[src/rtl/pipe_ctrl_pkg.sv]
// Shared types and defaults for the pipeline stall/flush sequencer.
// State encodings, default parameters and packed control-row constants.
package pipe_ctrl_pkg;

  typedef enum logic [1:0] {
    S_INIT     = 2'd0,
    S_RUN      = 2'd1,
    S_MEM_WAIT = 2'd2,
    S_HALT     = 2'd3
  } state_e;

  localparam int INIT_CYCLES_D  = 4;
  localparam int WAIT_TIMEOUT_D = 255;
  localparam int CNT_W_D        = 16;

  typedef struct packed {
    logic pc_en;
    logic ifid_en;
    logic ifid_flush;
    logic idex_en;
    logic idex_bubble;
    logic exmem_en;
    logic memwb_en;
    logic memwb_bubble;
  } ctrl_t;

  localparam ctrl_t C_INIT   = 8'b0111_1111;
  localparam ctrl_t C_RUN    = 8'b1101_0110;
  localparam ctrl_t C_HZ     = 8'b0001_1110;
  localparam ctrl_t C_BR     = 8'b1111_0110;
  localparam ctrl_t C_FREEZE = 8'b0000_0011;
  localparam ctrl_t C_NONE   = 8'b0000_0000;

endpackage

[src/rtl/sat_counter.sv]
// Saturating up-counter; holds at all-ones instead of wrapping.
// Ports: clk, rst_n (async low), inc, q[W-1:0].
module sat_counter #(
  parameter int W = 16
) (
  input  logic         clk,
  input  logic         rst_n,
  input  logic         inc,
  output logic [W-1:0] q
);

  logic [W-1:0] r_q;

  always_ff @(posedge clk or negedge rst_n) begin
    if (!rst_n)
      r_q <= '0;
    else if (inc && !(&r_q))
      r_q <= r_q + 1'b1;
  end

  assign q = r_q;

endmodule

[src/rtl/pipeline_ctrl.sv]
// Stall/flush sequencer: turns hazard, branch and dmem wait into
// per-register enable/bubble/flush, plus init, timeout, halt, counters.
module pipeline_ctrl
  import pipe_ctrl_pkg::*;
#(
  parameter int INIT_CYCLES  = INIT_CYCLES_D,
  parameter int WAIT_TIMEOUT = WAIT_TIMEOUT_D,
  parameter int CNT_W        = CNT_W_D
) (
  input  logic             clk,
  input  logic             rst_n,
  input  logic             hz_stall,
  input  logic             branch_taken,
  input  logic             dmem_req,
  input  logic             dmem_ready,
  input  logic             halt_req,
  output logic             pc_en,
  output logic             ifid_en,
  output logic             ifid_flush,
  output logic             idex_en,
  output logic             idex_bubble,
  output logic             exmem_en,
  output logic             memwb_en,
  output logic             memwb_bubble,
  output logic [1:0]       state,
  output logic             err_timeout,
  output logic [CNT_W-1:0] stall_cycles,
  output logic [CNT_W-1:0] flush_count
);

  state_e     r_state;
  state_e     w_next;
  logic [3:0] r_init_cnt;
  logic [3:0] w_init_nxt;
  logic [7:0] r_wait_cnt;
  logic [7:0] w_wait_nxt;
  logic       r_err;
  logic       w_err_set;
  ctrl_t      w_ctrl;
  logic       w_flush_inc;
  logic       w_stall_inc;

  // One-hot RUN priority decode
  logic w_halt;
  logic w_frz;
  logic w_hz;
  logic w_br;
  logic w_idle;

  assign w_halt = halt_req;
  assign w_frz  = !w_halt && dmem_req && !dmem_ready;
  assign w_hz   = !w_halt && !w_frz && hz_stall;
  assign w_br   = !w_halt && !w_frz && !hz_stall
                  && branch_taken;
  assign w_idle = !w_halt && !w_frz && !w_hz && !w_br;

  always_ff @(posedge clk or negedge rst_n) begin
    if (!rst_n) begin
      r_state    <= S_INIT;
      r_init_cnt <= '0;
      r_wait_cnt <= '0;
      r_err      <= 1'b0;
    end else begin
      r_state    <= w_next;
      r_init_cnt <= w_init_nxt;
      r_wait_cnt <= w_wait_nxt;
      if (w_err_set)
        r_err <= 1'b1;
    end
  end

  always_comb begin
    w_next      = r_state;
    w_ctrl      = C_NONE;
    w_init_nxt  = r_init_cnt;
    w_wait_nxt  = r_wait_cnt;
    w_err_set   = 1'b0;
    w_flush_inc = 1'b0;
    unique case (r_state)
      S_INIT: begin
        w_ctrl = C_INIT;
        if (r_init_cnt == 4'(INIT_CYCLES - 1)) begin
          w_next     = S_RUN;
          w_init_nxt = '0;
        end else begin
          w_init_nxt = r_init_cnt + 4'd1;
        end
      end
      S_RUN: begin
        unique case (1'b1)
          w_halt: begin
            w_ctrl = C_NONE;
            w_next = S_HALT;
          end
          w_frz: begin
            w_ctrl     = C_FREEZE;
            w_next     = S_MEM_WAIT;
            w_wait_nxt = 8'd1;
          end
          w_hz: w_ctrl = C_HZ;
          w_br: begin
            w_ctrl      = C_BR;
            w_flush_inc = 1'b1;
          end
          w_idle: w_ctrl = C_RUN;
          default: w_ctrl = C_NONE;
        endcase
      end
      S_MEM_WAIT: begin
        if (dmem_ready) begin
          w_ctrl     = C_RUN;
          w_next     = S_RUN;
          w_wait_nxt = '0;
        end else begin
          w_ctrl = C_FREEZE;
          if (r_wait_cnt >= 8'(WAIT_TIMEOUT)) begin
            w_err_set = 1'b1;
            w_next    = S_HALT;
          end else begin
            w_wait_nxt = r_wait_cnt + 8'd1;
          end
        end
      end
      S_HALT: w_ctrl = C_NONE;
      default: w_next = S_INIT;
    endcase
  end

  // Halt entry freezes the PC but is not a stall
  assign w_stall_inc = !w_ctrl.pc_en &&
    ((r_state == S_RUN && !halt_req) ||
     r_state == S_MEM_WAIT);

  sat_counter #(.W(CNT_W)) u_stall_cnt (
    .clk   (clk),
    .rst_n (rst_n),
    .inc   (w_stall_inc),
    .q     (stall_cycles)
  );

  sat_counter #(.W(CNT_W)) u_flush_cnt (
    .clk   (clk),
    .rst_n (rst_n),
    .inc   (w_flush_inc),
    .q     (flush_count)
  );

  assign pc_en        = w_ctrl.pc_en;
  assign ifid_en      = w_ctrl.ifid_en;
  assign ifid_flush   = w_ctrl.ifid_flush;
  assign idex_en      = w_ctrl.idex_en;
  assign idex_bubble  = w_ctrl.idex_bubble;
  assign exmem_en     = w_ctrl.exmem_en;
  assign memwb_en     = w_ctrl.memwb_en;
  assign memwb_bubble = w_ctrl.memwb_bubble;
  assign state        = r_state;
  assign err_timeout  = r_err;

endmodule

[config.mk]
export PLATFORM = sky130hd
export DESIGN_NAME = pipeline_ctrl
export DESIGN_NICKNAME = d
export VERILOG_FILES = /design/src/rtl/pipe_ctrl_pkg.sv /design/src/rtl/sat_counter.sv /design/src/rtl/pipeline_ctrl.sv
export SDC_FILE = /design/constraint.sdc
export NUM_CORES = 1
export LEC_CHECK = 0
export CAP_MARGIN = 10
export CORE_MARGIN = 3
export CORE_UTILIZATION = 45
export CTS_CLUSTER_DIAMETER = 30
export CTS_CLUSTER_SIZE = 12
export DETAILED_ROUTE_END_ITERATION = 7
export DONT_BUFFER_PORTS = 1
export GPL_ROUTABILITY_DRIVEN = 0
export SLEW_MARGIN = 20
export SYNTH_ARGS = -nofsm -noshare
export SYNTH_HDL_FRONTEND = slang
export SYNTH_SLANG_ARGS = --single-unit
[constraint.sdc]
create_clock -name clk -period 5.96 [get_ports clk]
set_input_delay 1.788 -clock clk [delete_from_list [all_inputs] [get_ports clk]]
set_output_delay 1.788 -clock clk [all_outputs]
set_load 0.1 [all_outputs]
## Word level (Yosys, flattened, before mapping)

Index checks and enable logic that the tools add are counted.

- Memories kept: 0
- Bits in registers: 47
- Latch bits: 0
- Input bits: 7
- Output and inout bits: 43
- Logic and storage cells: 67
- RAM bits: 0
- Memory bits (read-only): 0

- Reductions and logical operators: 29
- Add/sub/neg operators: 4
- Bitwise gates (word level): 0
- Shift operators: 0
- $lt $le $gt $ge: 1
- Div/mod/pow operators: 0
- Muxes and demuxes: 18
- Multiply operators: 0
- Equality and inequality tests: 9

Operator list:

| operator | count |
|---|---|
| $pmux 8 s4 | 2 |
| $add 16x1->16 const B | 2 |
| $mux 8 | 4 |
| $reduce_and 16->1 | 2 |
| $pmux 8 s2 | 1 |
| $logic_and 1x1->1 | 12 |
| $logic_not 1->1 | 9 |
| $ne 3x3->1 const B | 3 |
| $add 8x1->8 const B | 1 |
| $ge 8x8->1 const B | 1 |
| $mux 2 | 3 |
| $pmux 2 s3 | 1 |
| $mux 1 | 5 |
| $add 4x1->4 const B | 1 |
| $eq 2x2->1 const B | 2 |
| $eq 4x2->1 const B | 1 |
| $mux 4 | 1 |
| $ne 2x2->1 const B | 2 |
| $pmux 2 s2 | 1 |
| $reduce_and 4->1 | 1 |
| $reduce_and 3->1 | 1 |
| $reduce_bool 3->1 | 1 |
| $eq 2x1->1 const B | 1 |
| $logic_not 2->1 | 1 |
| 2 further kinds | 2 |

## Depth between registers and ports, before layout

- Word-level depth: 14
- Depth in mapped cells: 9
- Gate-level depth less buffers: 8

## Cells and area by module

A second synthesis with hierarchy kept.

- Cells, all modules: 255
- Area total of the unflattened synthesis: 2676.3 µm²

Modules (own cells, without submodules):

| module | times used | area an instance (µm²) | cells an instance |
|---|---|---|---|
| sat_counter | 2 | 840.8 | 75 |
| pipeline_ctrl | 1 | 994.7 | 105 |

## Worst setup path before layout

No wires, ideal clock.

- Path kind: reg-to-output
- Start point: register r_state[0] (netlist: state[0])
- End point: output port idex_bubble
- Data arrival time: 3859 ps
- Stages on the path, launching flop included: 5
- Path buffers: 1
- Slack: 313 ps
- Cells stage by stage: dfrtp_1 inv_1 ha_1 buf_2 o31ai_1

- Longest elaborated chain between the ends: 2
- Elaborated cells between the ends (all ways): 5
- Classes of those cells: eq/ne: 3; mux: 1; reduce/logical: 1

Ends and longest elaborated chain:

| item | line | source |
|---|---|---|
| from (decl) | pipeline_ctrl.sv:31 | `state_e r_state;` |
| from (signal assigned) | pipeline_ctrl.sv:64 | `r_state <= w_next;` |
| $eq 2x2->1, or another cell as far along | pipeline_ctrl.sv:79 | `unique case (r_state)` |
| $pmux 8 s4 (*) | pipeline_ctrl.sv:79 |  |
| to (decl) | pipeline_ctrl.sv:21 | `output logic idex_bubble,` |

Every way passes the cells marked *; elsewhere a longest branch is shown, timed or not.

## Worst setup path in the final report

Same ends and word-level chain as after synthesis.

==> results.md <==
Outcome:
- The flow ran to the end, and the final reports show no timing, DRC or antenna violations.

Route:
- The first detailed-routing pass took 4 iterations.
- In this run the remaining antenna-violating nets after routing total 0.
- In the final routed layout, each cell accounts on average for 15.3 um.
- The detailed-route DRC error count is 0.
- The detailed router finished its first iteration with 100 violations.
- Detailed routing inserted a total of 1,776 vias.
- Wires add up to 4860 um.
- Dividing the detail-routed via count by the number of cells gives 5.58.

Power and ir drop:
- The total power density per cell area is 531 nW/um2.
- The completed layout was analyzed and its total power is 1.43 mW.
- Summed over all cells, the static leakage comes to 1.18 nW.
- The largest voltage drop on the vdd net is 0.000433 V.

CTS:
- The setup fix buffers added after clock tree synthesis is 0.
- At the later pin of the worst-skew pair, clock insertion delay measures 0.30 ns.
- TritonCTS built the clock tree.
- The root buffer cell is sky130_fd_sc_hd__clkbuf_8.
- The number of hold buffers added after CTS was 0.
- The H-tree depth is 2.
- In this run, post-CTS repair resized a total of 0 instances.
- The number of buffers inserted during clock tree synthesis is 5.
- The clock passes through at most 2 buffers.
- The clock net in this run drives a total of 47 sinks.
- Clock-pin slew was measured on the worst setup and hold paths at 0.10 ns.

Die:
- The width of the chip is 80.0 um.
- The initial core utilization is 47.3%.
- The total area inside the core boundary comes to 5200 um2.
- The die area is 6400 um2.
- The vertical extent of the die is 80.0 um.
- For this design the top-level I/O count stands at 50.
- The initialized floorplan defines 26 standard-cell rows.

Setup path:
- STA classifies the critical path endpoint as an output pin.
- The critical path class is flop to output pin.
- Along the worst path, the maximum fanout reaches 12.
- At the worst endpoint, the arrival time is 2.96 ns.
- The worst setup path is launched from a flop.
- The number of cells on the worst reg-to-reg path is 6.
- In this run the critical register-to-register path is launched from state[0].
- The critical path data required time is 4.17 ns.
- The beginning of the critical path is state[0].

STA:
- The final worst-path cycle share is 79.7%.
- Setup repair after global routing left no endpoint under its margin.
- Counting I/O delays and the setup requirement, the final critical path takes 4.75 ns.
- The final number of max-transition violations is 0.
- The number of setup violations in the final report is 0.
- The final worst clock skew is 0.00717 ns.
- The final-report hold violation count is 0.
- The maximum clock frequency is 210 MHz.
- Headroom to the max-slew limit came out at 29.3%.
- The summed negative setup slack over all endpoints is 0 ns.
- At the pin with the least slew margin, the transition time is 1.06 ns.

Final layout:
- The final layout contains 262 nets.
- The post-route netlist has 14.1% of its cells at a drive strength greater than 1.
- The number of fill cells in the layout is 496.
- Cells fill 51.7% of the core in the end.
- Compared with the post-synthesis result, the final layout area differs by 9.35%.
- The area taken by flip-flops and latches is 1180 um2.
- In the final layout, the multi-input gates occupy 1280 um2.
- The number of antenna repair diodes is 0.

Global route:
- Entering global routing, the biggest net connects 48 pins.
- The via count of the first global-routing pass was 1,741.
- The initial antenna violation count came to 0.
- The total global routing track utilization is 16.8%.
- The first global-routing pass estimated 8480 um of wire.
- The total overflow left after global routing is 0.

Synthesis:
- Synthesis produced 240 cells.
- Sequential elements use 47.8% of the synthesized area.
- The top flip-flop cell by instance count after synthesis is sky130_fd_sc_hd__dfrtp_1.
- The async set-or-reset flop fraction in the synthesized netlist is 100%.
- The cell accounting for the most synthesized area is sky130_fd_sc_hd__dfrtp_1.
- Each instance of the synthesized netlist takes up on average 10.3 um2.
- The count of warnings emitted by yosys is 0.
- The number of nets in the synthesized netlist is 255.
- The number of different library cells used by synthesis comes to 48.
- The number of enable-type register cells in the synthesized netlist is 0.
- The area share of the largest cell type after synthesis is 47.8%.
- In this run the cell area of the synthesized design comes to 2460 um2.
- The synthesized design contains 47 register bits.
- Ranked by total cell area, the synthesized netlist is headed by sky130_fd_sc_hd__dfrtp_1 (48%), sky130_fd_sc_hd__xnor2_1 (7.1%), sky130_fd_sc_hd__nand4_1 (4.6%).

Worst hold path:
- The start point of the worst min-delay path is r_init_cnt[3].
- The min-delay analysis places its worst path in the category flop to flop.
- Along the worst hold path, the cell count comes to 1.

Placed design:
- The port buffer count is 0.
- The estimated wirelength of the detail-placed design is 3490 um.

Job:
- Across the run, the number of max-cap violations was 0.
report_power, final:
group	internal, mW	switching, mW	leakage, nW
sequential	0.364	0.343	0.628
clock	0.0840	0.114	0.0443
combinational	0.139	0.387	0.508
cell usage after synthesis (all sizes together), types with 2 or more instances:
cell type  number
nand2          21
ha              8
nand4          18
inv             5
a21oi          11
or2             3
mux2            3
xnor2          20
nand2b          7
buf             4
xor2           11
and3            6
o21a            2
nor2           19
nor2b           2
o31ai           2
o22ai           3
nand3          14
and4            6
nor3            5
and2b           2
dfrtp          47
o21ai           8
metrics by stage:
step	hold slack, ns	setup WS [ns]	instances	area (um2)
floorplan	0.469	0.313	240	2460
global placement	0.497	1.41	310	2600
detailed placement	0.499	1.40	310	2600
CTS	0.514	1.19	318	2690
global route	0.542	1.11	318	2690
finish	0.509	1.21	318	2690
cell families (layout without fill, tap and decap cells):
group                    Yosys count  after routing  share of synthesized area, %
buffers and inverters             10             18                          1.78
AO/OA/AOI/OAI                     33             33                          9.86
adder cells (fa/ha/maj)            8              8                          4.07
multiplexers                       4              4                          1.78
XOR/XNOR                          31             31                          11.0
flip-flops                        47             47                          47.8
AND/OR/NAND/NOR                  107            107                          23.7
worst paths after layout:
check / end / slack [ns]
min in group asynchronous: u_stall_cnt.q[13] / 1.17
min: r_init_cnt[3] / 0.51
max in group asynchronous: err_timeout / 4.71
min reg2reg: r_init_cnt[3] / 0.51
max reg2reg: u_flush_cnt.q[13] / 2.89
max: idex_bubble / 1.21
area by class of cell:
type,count,share of cell area [%]
clock buffer,5,2.56
timing repair buffer,5,1.39
multi-input combinational,183,47.5
clock inverter,3,0.929
inverter,5,0.697
sequential,47,43.7
tap,70,3.25
layout by cell type, fill, tap and decap left out, types with 5 or more instances in the layout:
master	n
sky130_fd_sc_hd__dfrtp_1	47
sky130_fd_sc_hd__ha_1	8
sky130_fd_sc_hd__nand2_1	21
sky130_fd_sc_hd__and4_1	5
sky130_fd_sc_hd__nor2_1	17
sky130_fd_sc_hd__nand2b_1	6
sky130_fd_sc_hd__xnor2_1	20
sky130_fd_sc_hd__and3_1	6
sky130_fd_sc_hd__o21ai_0	8
sky130_fd_sc_hd__clkbuf_8	5
sky130_fd_sc_hd__buf_4	5
sky130_fd_sc_hd__nand4_1	18
sky130_fd_sc_hd__xor2_1	11
sky130_fd_sc_hd__nand3_1	14
sky130_fd_sc_hd__a21oi_1	8
registers in the layout, indices dropped and copies added (netlist names):
| signal | flops |
|---|---|
| u_stall_cnt.q | 16 |
| u_flush_cnt.q | 16 |
| state | 2 |
| err_timeout | 1 |
| r_wait_cnt | 8 |
| r_init_cnt | 4 |
worst max-delay path: stages, from the launching register on:
cell and delay [ns]:
sky130_fd_sc_hd__dfrtp_1 1.04, sky130_fd_sc_hd__inv_1 0.20, sky130_fd_sc_hd__ha_1 0.46, sky130_fd_sc_hd__o31ai_4 0.96
metal layers:
layer | vias up | track usage, % | part of all wire (%)
li1 | 877 | - | -
met1 | 840 | 23.5 | 47
met2 | 54 | 24.8 | 45
met3 | 5 | 5.19 | 7.2
met4 | 0 | 5.07 | 1.2
met5 | - | 0 | 0
(Power assumes the default switching activity.)
